[config.mk]
export PLATFORM = sky130hd
export DESIGN_NAME = if_fetch
export DESIGN_NICKNAME = d
export VERILOG_FILES = /design/src/rtl/if_fetch.sv
export SDC_FILE = /design/constraint.sdc
export NUM_CORES = 1
export LEC_CHECK = 0
export CORE_ASPECT_RATIO = 1.25
export CORE_MARGIN = 5
export CORE_UTILIZATION = 35
export DETAILED_ROUTE_END_ITERATION = 8
export GPL_TIMING_DRIVEN = 0
export PLACE_DENSITY = 0.65
export SLEW_MARGIN = 0
export SYNTH_ARGS = -nofsm -noshare
export SYNTH_HDL_FRONTEND = slang
export SYNTH_SLANG_ARGS = --single-unit
[constraint.sdc]
create_clock -name clk -period 2.15 [get_ports clk]
set_clock_uncertainty 0.05 [all_clocks]
set_input_delay 0.3225 -clock clk [delete_from_list [all_inputs] [get_ports clk]]
set_output_delay 0.3225 -clock clk [all_outputs]
set_load 0.01 [all_outputs]
[src/rtl/if_fetch.sv]
`default_nettype none
// +--------------------------------------------------------------------------+
// | Module   : if_fetch                                                      |
// | Purpose  : Instruction-fetch stage. Owns the PC, issues instruction-bus  |
// |            requests and presents {pc, inst} to the IF/ID register.       |
// |            Slow bus acks raise stallreq_o. Branch redirects from ID are  |
// |            queued when they cannot be taken at once, so the delay slot   |
// |            is always delivered before the target. Exception flushes      |
// |            from ctrl override everything else.                           |
// | Ports    : clk, rst (sync, active-high)                                  |
// |            stall[5:0]         ctrl stall vector (bit0 = PC hold)         |
// |            flush_i/new_pc_i   exception redirect                         |
// |            branch_flag_i/branch_target_address_i  branch redirect        |
// |            ibus_req_o/ibus_addr_o/ibus_ack_i/ibus_rdata_i  inst bus      |
// |            pc_o/inst_o        to IF/ID                                   |
// |            stallreq_o         stall request to ctrl                      |
// |            addr_err_o         misaligned fetch flag                      |
// | Macro    : IF_MISALIGN_CHK_EN enables misaligned-fetch detection.        |
// | Revision : 1.0 - initial release                                         |
// +--------------------------------------------------------------------------+
module if_fetch #(
  parameter logic [31:0] RESET_PC = 32'h0000_0000,
  parameter logic [31:0] PC_STEP  = 32'd4
) (
  input  logic        clk,
  input  logic        rst,
  input  logic [5:0]  stall,
  input  logic        flush_i,
  input  logic [31:0] new_pc_i,
  input  logic        branch_flag_i,
  input  logic [31:0] branch_target_address_i,
  output logic        ibus_req_o,
  output logic [31:0] ibus_addr_o,
  input  logic        ibus_ack_i,
  input  logic [31:0] ibus_rdata_i,
  output logic [31:0] pc_o,
  output logic [31:0] inst_o,
  output logic        stallreq_o,
  output logic        addr_err_o
);

  typedef enum logic [1:0] {
    S_IDLE  = 2'd0,
    S_FETCH = 2'd1,
    S_HOLD  = 2'd2,
    S_DRAIN = 2'd3
  } state_t;

  state_t      state, state_nx;
  logic [31:0] fetch_pc, fetch_pc_nx;
  logic [31:0] hold_pc, hold_pc_nx;
  logic [31:0] hold_inst, hold_inst_nx;
  logic        pend_valid, pend_valid_nx;
  logic [31:0] pend_target, pend_target_nx;
  // Address of the transaction still in flight when a flush hit it; the
  // bus must see that request held until its ack arrives.
  logic [31:0] drain_addr, drain_addr_nx;

  logic [31:0] next_pc;
  logic [31:0] fetch_addr;
  logic        misalign;
  logic        ack_eff;

  // Only the PC-hold bit is needed here: ctrl never stalls IF without PC.
  logic        unused_stall;
  assign unused_stall = ^stall[5:1];

`ifdef IF_MISALIGN_CHK_EN
  logic hold_err, hold_err_nx;
  assign misalign   = (state == S_FETCH) && (fetch_pc[1:0] != 2'b00);
  assign fetch_addr = fetch_pc;
`else
  assign misalign   = 1'b0;
  assign fetch_addr = {fetch_pc[31:2], 2'b00};
`endif

  // A misaligned fetch never reaches the bus and completes in one cycle.
  assign ack_eff = ibus_ack_i | misalign;

  assign next_pc = pend_valid    ? pend_target :
                   branch_flag_i ? branch_target_address_i :
                                   fetch_pc + PC_STEP;

  always_ff @(posedge clk) begin
    if (rst) begin
      state       <= S_IDLE;
      fetch_pc    <= RESET_PC;
      hold_pc     <= 32'h0;
      hold_inst   <= 32'h0;
      pend_valid  <= 1'b0;
      pend_target <= 32'h0;
      drain_addr  <= 32'h0;
`ifdef IF_MISALIGN_CHK_EN
      hold_err    <= 1'b0;
`endif
    end else begin
      state       <= state_nx;
      fetch_pc    <= fetch_pc_nx;
      hold_pc     <= hold_pc_nx;
      hold_inst   <= hold_inst_nx;
      pend_valid  <= pend_valid_nx;
      pend_target <= pend_target_nx;
      drain_addr  <= drain_addr_nx;
`ifdef IF_MISALIGN_CHK_EN
      hold_err    <= hold_err_nx;
`endif
    end
  end

  always_comb begin
    state_nx       = state;
    fetch_pc_nx    = fetch_pc;
    hold_pc_nx     = hold_pc;
    hold_inst_nx   = hold_inst;
    pend_valid_nx  = pend_valid;
    pend_target_nx = pend_target;
    drain_addr_nx  = drain_addr;
`ifdef IF_MISALIGN_CHK_EN
    hold_err_nx    = hold_err;
`endif
    ibus_req_o     = 1'b0;
    ibus_addr_o    = 32'h0;
    pc_o           = 32'h0;
    inst_o         = 32'h0;
    stallreq_o     = 1'b0;
    addr_err_o     = 1'b0;

    case (state)
      S_IDLE: begin
        state_nx = S_FETCH;
        if (flush_i) begin
          fetch_pc_nx   = new_pc_i;
          pend_valid_nx = 1'b0;
        end
      end

      S_FETCH: begin
        ibus_req_o  = ~misalign;
        ibus_addr_o = fetch_addr;
        pc_o        = fetch_pc;
        inst_o      = (ibus_ack_i && !misalign) ? ibus_rdata_i : 32'h0;
        stallreq_o  = ~ack_eff;
        addr_err_o  = misalign;
        if (flush_i) begin
          pend_valid_nx = 1'b0;
          fetch_pc_nx   = new_pc_i;
          if (!ack_eff) begin
            drain_addr_nx = fetch_addr;
            state_nx      = S_DRAIN;
          end
        end else if (ack_eff && !stall[0]) begin
          fetch_pc_nx   = next_pc;
          pend_valid_nx = 1'b0;
        end else begin
          if (ack_eff) begin
            hold_pc_nx   = fetch_pc;
            hold_inst_nx = inst_o;
`ifdef IF_MISALIGN_CHK_EN
            hold_err_nx  = misalign;
`endif
            state_nx     = S_HOLD;
          end
          // No advance this cycle: remember the branch for later.
          if (branch_flag_i) begin
            pend_valid_nx  = 1'b1;
            pend_target_nx = branch_target_address_i;
          end
        end
      end

      S_HOLD: begin
        pc_o   = hold_pc;
        inst_o = hold_inst;
`ifdef IF_MISALIGN_CHK_EN
        addr_err_o = hold_err;
`endif
        if (flush_i) begin
          pend_valid_nx = 1'b0;
          fetch_pc_nx   = new_pc_i;
          state_nx      = S_FETCH;
        end else if (!stall[0]) begin
          fetch_pc_nx   = next_pc;
          pend_valid_nx = 1'b0;
          state_nx      = S_FETCH;
        end else if (branch_flag_i) begin
          pend_valid_nx  = 1'b1;
          pend_target_nx = branch_target_address_i;
        end
      end

      S_DRAIN: begin
        ibus_req_o  = 1'b1;
        ibus_addr_o = drain_addr;
        stallreq_o  = 1'b1;
        if (flush_i) begin
          fetch_pc_nx   = new_pc_i;
          pend_valid_nx = 1'b0;
        end
        if (ibus_ack_i) begin
          state_nx = S_FETCH;
        end
      end

      default: state_nx = S_IDLE;
    endcase
  end

endmodule
`default_nettype wire

# Yosys cells after proc, flatten, opt, wreduce, memory -nomap -nowiden
# Index checks and enable logic that the tools add are counted.
# word_totals
elab_cells	71
out_inout_bits	99
reg_bits	161
# classes
n_eq_ne	14
bitwise	3
mux	35
n_reduce_logical	11
add_sub_neg	1
# op_table
cell	count
two-way mux 32 bit	13
one-hot mux 32 bit (2 select lines)	4
one-hot mux 32 bit (3 select lines)	1
adder 32 x 3 -> 32 bit, second input constant	1
inequality test 3 bit, second input constant	5
two-way mux 2 bit	7
inequality test 2 bit, second input constant	5
AND reduction 5 bit	2
one-hot mux 2 bit (4 select lines)	1
two-way mux 1 bit	7
AND reduction 3 bit	2
equality test 2 bit, second input constant	2
AND reduction 4 bit	1
OR reduction 2 bit	2
inverter 1 bit	3
one-hot mux 1 bit (3 select lines)	1
equality test 2 x 1 -> 1 bit, second input constant	1
zero test 2 bit	1
inequality test 2 x 1 -> 1 bit, second input constant	1
one-hot mux 1 bit (2 select lines)	1
nonzero test 2 bit	1
logical AND 1 bit	1
zero test 1 bit	1

# Depth between registers and ports, before layout
# Gate-level depths: netlist of run 1.
# depth
word_depth	6
depth_mapped	9
mapped_depth_nobuf	7

# Worst setup path after synthesis of run 1
# OpenSTA, ideal clock, no wires.
# synth_timing
path_type	register -> register
startpoint	register state[0]
endpoint	register fetch_pc[17]
setup_ps	115
arrival_time_ps	2108
stages_incl_launch_ff	10
required_ps	1985
synth_period_minus_slack_ps	2273
setup_slack_ps	-123
path_cell_list	dfxtp_1 inv_1 ha_1 clkbuf_1 or3b_2 nand3_1 buf_2 buf_2 o211ai_1 o21a_1
# synth_between
elab_chain_len	4
word_cells_on_any_way	10
cone_classes	6 x eq/ne; 1 x mux; 3 x reduce/logical
# synth_rtl
element	line	text
start, declared	49	state_t state, state_nx;
start signal, assigned	97	state <= state_nx;
equality test 2 bit or zero test 2 bit (tied branches)	128	case (state)
OR reduction 2 bit (no line)	--	
inequality test 2 x 1 -> 1 bit (no line)	--	
AND reduction 3 bit (no line)	--	
end signal, assigned	98	fetch_pc <= fetch_pc_nx;
end, declared	50	logic [31:0] fetch_pc, fetch_pc_nx;
# Several ways; a longest one is shown, not always the timed one.
# A chain may end at the register's enable or synchronous reset.

# Worst setup path in the final report of run 1
# layout_timing
startpoint	register state[1]
endpoint	output port pc_o[15]
# layout_between
elab_chain_len	2
word_cells_on_any_way	3
cone_classes	2 x eq/ne; 1 x mux
# layout_rtl
element	line	text
equality test 2 bit or equality test 2 x 1 -> 1 bit (tied branches)	128	
one-hot mux 32 bit (2 select lines) (*)	128	
end, declared	36	output logic [31:0] pc_o,
# Every way passes the cells marked *; elsewhere a longest branch is shown, timed or not.

==> impl_metrics.ini, run 1 <==
[status]
outcome = finished with violations
violations = setup timing

[synth]
ys_seq_elements = 161
yosys.area.top_type = dfxtp_1
synthesis.instances = 1186
synth_top_flop_cell = dfxtp_1
syn_avg_cell_area_sq_um = 7.17
ys_async_sr_fraction = 0
synthTopCellsByArea = dfxtp_1 38%, nand2_1 13%, a21oi_1 8.1%
synth_top_area_frac = 0.379
yosysUniqueCellTypes = 62
yosysWarnings = 0
synth_edf_count = 0
ys_seq_area_frac = 0.379
syn_area_sq_um = 8500

[power_and_ir_drop]
peakVddDrop_v = 0.000671
leakagePower_nw = 4.76
power_mw = 9.39
pwr_density_cell_nw_per_um2 = 728

[timing]
post-route-min-period_ps = 2250
setup_viol = 92
slew_headroom = 0.357
hold_violations = 0
fin_ws_ps = -101
fmax_mhz = 444
maxSlewViolCount = 0
tightest_slew_ps = 965
period_share = 1.05
tns_ps = -4160
rsz0062_at_grt = true

[hold_path]
hold_class = flip-flop to flip-flop
min_path_cells = 2

[worst_setup_path]
end_kind = output pin
critical_path_required_ps = 1780
cp_top_family = buffers and inverters
worstRegToRegCells = 13
cp.arrival_ps = 1880
startpoint_type = flip-flop
crit_path_frequent_cell = clkbuf_16
critical-path-max-stage-delay_ps = 370
path_buf_inv = 5
worst-path-stages = 8
slowest_stage = dfxtp_4
crit_chain = inv_4 > ha_4 > clkbuf_16 > clkbuf_16 > buf_12 > a22oi_2 > nor2_1 > buf_2
path_class = flip-flop to output pin
path_max_fanout = 10

[final_layout]
fill_cells = 2305
layout_commonest_cell = nand2_1
drive_gt1_frac = 0.269
diodes = 0
final_cells = 1792
layout_common_cells = 301 x nand2_1, 154 x dfxtp_1, 137 x a21oi_1, 100 x clkdlybuf4s50_1, 86 x buf_2
synthToLayoutAreaGrowth_pct = 51.7
layout.nets = 1565

[clocking]
clock_sinks = 161
clk_latency_ps = 440
clockRootBuffer = clkbuf_16
cts_buffer_depth = 2
cts_made_buffers = 17
cts-htree-levels = 4
tritoncts = done
cts.reportedPaths.clkPinSlew_ps = 70

[die]
num_io_pins = 206
dieArea_sq_um = 27500
coreArea_sq_um = 23800
fp.dieW_um = 149
start_util = 0.357
die_h_um = 184
rows = 63

[drt]
drt-initial-drc-count = 762
drc = 0
vias_per_cell = 5.58
postRouteAntennaNets = 0
dr.pass1.iters = 6
wire_per_inst_um = 19.9
vias = 10000
drt_wl_total_um = 35700

[global_route]
grt.overflow.total = 0
antenna_found_initial = 0
grt_max_degree = 17
grt.total_usage = 0.238
grt_pass1_vias = 9240
grt_pass1_wl_um = 51900

[placement]
dpl.cell_count = 1710
gp_congestion = 0.916
hpwl_um = 24700
io_buffers = 197

[flow_run]
cap_viol_max_count = 0
registers in the layout (all words and copies together), names as in the netlist:
register,cells
drain_addr,30
pend_target,32
hold_pc,32
hold_inst,32
fetch_pc,32
pend_valid,1
state,2
final timing paths:
path | start | to | slack [ps]
worst max register to register | state[1] | fetch_pc[27] | -90
worst min-delay path | pend_target[25] | pend_target[25] | 400
worst max-delay path | state[1] | pc_o[15] | -100
worst min register to register | pend_target[25] | pend_target[25] | 400
final cells by class:
class / instances / area (sq um) / area share
multi-input combinational: 888 / 5380 / 0.417
sequential: 161 / 3240 / 0.251
timing repair buffer: 261 / 2250 / 0.174
buffer: 111 / 968 / 0.0751
clock buffer: 24 / 502 / 0.0389
tap: 325 / 407 / 0.0315
clock inverter: 8 / 101 / 0.00786
inverter: 14 / 55.1 / 0.00427
layer usage:
layer  GRT usage  vias up  wire [um]
met5           0        -          0
met4       0.101        0       1810
met3      0.0450      122       2840
li1            -     4682          -
met2       0.399      553      17100
met1       0.300     4649      14000
timing repair:
action	4_1_cts	5_1_grt
resized for setup	552	199
hold buffers	0	0
gates cloned	5	13
endpoints found under the hold margin	0	0
pin swaps	26	72
buffers inserted	20	32
endpoints found under the setup margin	231	177
cells by family (layout without fill, tap and decap cells):
logic type	Yosys count	count (layout)	synth area share
muxes	10	10	0.0118
and+or+nand+nor	510	510	0.256
AOI/OAI and AO/OA	351	351	0.269
DFF	161	161	0.379
buffers and inverters	139	418	0.0667
other	1	3	0.000441
adders and majority gates	4	4	0.00589
xor gates and xnor gates	10	10	0.0103
cells in the mapped netlist (3+ instances only):
| cell type | n |
|---|---|
| nand2_1 | 304 |
| dfxtp_1 | 161 |
| a21oi_1 | 137 |
| nor2_1 | 103 |
| clkbuf_1 | 93 |
| a22oi_1 | 64 |
| o21ai_0 | 35 |
| a22o_1 | 33 |
| nor3_1 | 22 |
| nand3_1 | 20 |
| buf_1 | 16 |
| a31oi_1 | 14 |
| inv_1 | 12 |
| and2_1 | 11 |
| nand4_1 | 11 |
| nor4_1 | 11 |
| o211ai_1 | 11 |
| mux2i_1 | 10 |
| buf_2 | 9 |
| a221oi_1 | 6 |
| xor2_1 | 6 |
| a211o_1 | 5 |
| a211oi_1 | 5 |
| a2bb2oi_1 | 5 |
| buf_4 | 5 |
| o21a_1 | 5 |
| o221ai_1 | 5 |
| o22ai_1 | 5 |
| ha_1 | 4 |
| nor3b_1 | 4 |
| or3_1 | 4 |
| xnor2_1 | 4 |
| a311oi_1 | 3 |
| and3_1 | 3 |
| nand2b_1 | 3 |
| nor2b_1 | 3 |
stage by stage:
| step | instance area, sq um | setup WS, ps | hold slack [ps] | util |
|---|---|---|---|---|
| floorplan | 8520 | 9.28 | 381 | - |
| global placement | 10900 | -983 | 388 | 0.458 |
| detailed placement | 10900 | -974 | 395 | 0.458 |
| CTS | 12100 | -168 | 404 | 0.508 |
| global route | 12900 | -153 | 419 | 0.542 |
| finish | 12900 | -101 | 400 | 0.542 |
power by group:
group	total [mW]	leakage [nW]	switching (mW)	internal [mW]
Clock	3.13	0.288	1.27	1.86
Combinational	2.98	3.16	1.59	1.38
Sequential	3.28	1.31	0.153	3.13
tightest hold or removal path, stage by stage, from the launching register on:
cell	delay, ps
dfxtp_1	310
nand2_1	50
a21oi_1	50
Note: power is estimated with default switching activity, not from simulation.
==> inputs of run 2 (changes only) <==
--- a/config.mk
+++ b/config.mk
@@ -10,7 +10,6 @@
 export CORE_UTILIZATION = 35
 export DETAILED_ROUTE_END_ITERATION = 8
 export GPL_TIMING_DRIVEN = 0
-export PLACE_DENSITY = 0.65
 export SLEW_MARGIN = 0
 export SYNTH_ARGS = -nofsm -noshare
 export SYNTH_HDL_FRONTEND = slang
==> impl_metrics.ini, run 2 (same netlist as run 1, synthesis figures left out) <==
[worst_setup_path]
cp.arrival_ps = 1930
path_class = flip-flop to output pin
r2r_start = state[0]
critical-path-max-stage-delay_ps = 390
crit_path_frequent_cell = clkbuf_16
path_max_fanout = 8
slowest_stage = dfxtp_4
crit_chain = inv_4 > ha_4 > clkbuf_16 > clkbuf_16 > buf_12 > a22oi_2 > nor2_1 > buf_2
startpoint_type = flip-flop
end_kind = output pin
crit_start = state[1]
reg2reg_slack_ps = -70
critical_path_required_ps = 1780

[global_route]
antenna_found_initial = 0
grt_max_degree = 17
grt_pass1_vias = 9263
grt.overflow.total = 0
grt.total_usage = 0.244
grt_pass1_wl_um = 52700

[clocking]
clk_latency_ps = 440
cts.reportedPaths.clkPinSlew_ps = 60
tritoncts = done
cts-htree-levels = 4
cts_made_buffers = 17
clock_sinks = 161
clockRootBuffer = clkbuf_16
holdBufCountCts = 0
cts_buffer_depth = 2

[timing]
post-route-min-period_ps = 2300
maxSlewViolCount = 0
period_share = 1.07
hold_violations = 0
setup_viol = 50
slew_headroom = 0.473
tightest_slew_ps = 791
fmax_mhz = 434
fin_ws_ps = -155
rsz0062_at_grt = true

[power_and_ir_drop]
power_mw = 9.33
peakVddDrop_v = 0.000648
power.share.sequential = 0.349
swShare = 0.328
leakagePower_nw = 4.67
p_int_mw = 6.27
pwr_density_cell_nw_per_um2 = 731
pwr-share-clk = 0.338
combPwrFrac = 0.313
p_switching_mw = 3.06

[drt]
dr.pass1.iters = 6
drt_wl_total_um = 35500
postRouteAntennaNets = 0
wire_per_inst_um = 20.0
drt-initial-drc-count = 755
vias_per_cell = 5.50
vias = 9776
drc = 0

[final_layout]
fill_cells = 2354
layout.nets = 1552
layout_common_cells = 302 x nand2_1, 155 x dfxtp_1, 137 x a21oi_1, 100 x clkdlybuf4s50_1, 85 x buf_2
fin_util = 0.536
synthToLayoutAreaGrowth_pct = 50.1
drive_gt1_frac = 0.259
final-seq-area_sq_um = 3240
multi_input_area_sq_um = 5410
diodes = 0
layout_commonest_cell = nand2_1

[die]
coreArea_sq_um = 23800
num_io_pins = 206
dieArea_sq_um = 27500
rows = 63
die_h_um = 184
fp.dieW_um = 149
start_util = 0.357

[placement]
dp_slack_ps = -1040
hpwl_um = 25200
io_buffers = 197
gp_congestion = 0.907

[hold_path]
hp-start = pend_target[29]
hold_class = flip-flop to flip-flop

[status]
outcome = finished with violations
violations = setup timing

[flow_run]
cap_viol_max_count = 0
## run 2: changes by cell type in the layout (fill, tap and decap cells not counted), sizes merged
cell           before  now
inv                12   14
bufinv              2    3
clkinvlp            3    4
dlygate4sd2         1    3
buf               191  173
clkinv              5    6
clkdlybuf4s15       0    1
clkbuf            104  101
## run 2: layout make-up
| class | instances | share of cell area |
|---|---|---|
| plain buffers | 115 | 0.0791 |
| clock buffers | 19 | 0.0339 |
| well taps | 325 | 0.0319 |
| repair buffers | 244 | 0.160 |
| flip-flops and latches | 161 | 0.254 |
| inverters | 14 | 0.00451 |
| multi-input cells | 888 | 0.424 |
| clock inverters | 13 | 0.0127 |
## run 2: path summary, 6_finish.rpt
path,end,depth (start not counted)
max,pc_o[15],8
max reg2reg,fetch_pc[14],9
min reg2reg,pend_target[29],2
min,pend_target[29],2
## run 2: what timing repair did
item                                    in CTS  in global routing
resized for setup                          588                153
pin swaps                                   22                 43
setup buffers                               16                 23
endpoints found under the setup margin     231                223
hold endpoints to repair                     0                  0
cloned                                       4                  6
## run 2: metrics by stage
stage	TNS, ps	hold WS, ps	std cells	area, sq um
6_report	-4450	400	1779	12800
5_1_grt	-6770	420	1779	12800
4_1_cts	-4450	404	1755	12100
3_5_place_dp	-169680	395	1710	10900
3_3_place_gp	-162990	389	1710	10900
2_1_floorplan	0	381	1188	8520
## run 2: per-layer routing
layer  track usage  wire length, um  up-vias
li1              -                -     4665
met1         0.305            14700     4617
met2         0.422            17700      416
met3        0.0344             2090       78
met4        0.0956             1080        0
met5             0                0        -
## run 2: power by group through the flow
stage	clock [mW]	combinational (mW)	sequential [mW]
6_report	3.15	2.92	3.26
5_1_grt	3.30	3.09	3.27
4_1_cts	3.16	2.59	3.24
3_5_place_dp	0	2.12	3.28
3_3_place_gp	0	2.11	3.27
2_1_floorplan	0	1.19	3.25
## run 2: critical path: cells and delay by family (launching register included)
| kind | cells | cell delay, ps |
|---|---|---|
| buf+inv | 5 | 660 |
| compound gates | 1 | 220 |
| flops | 1 | 390 |
| fa+ha+maj | 1 | 160 |
| simple gates | 1 | 60 |
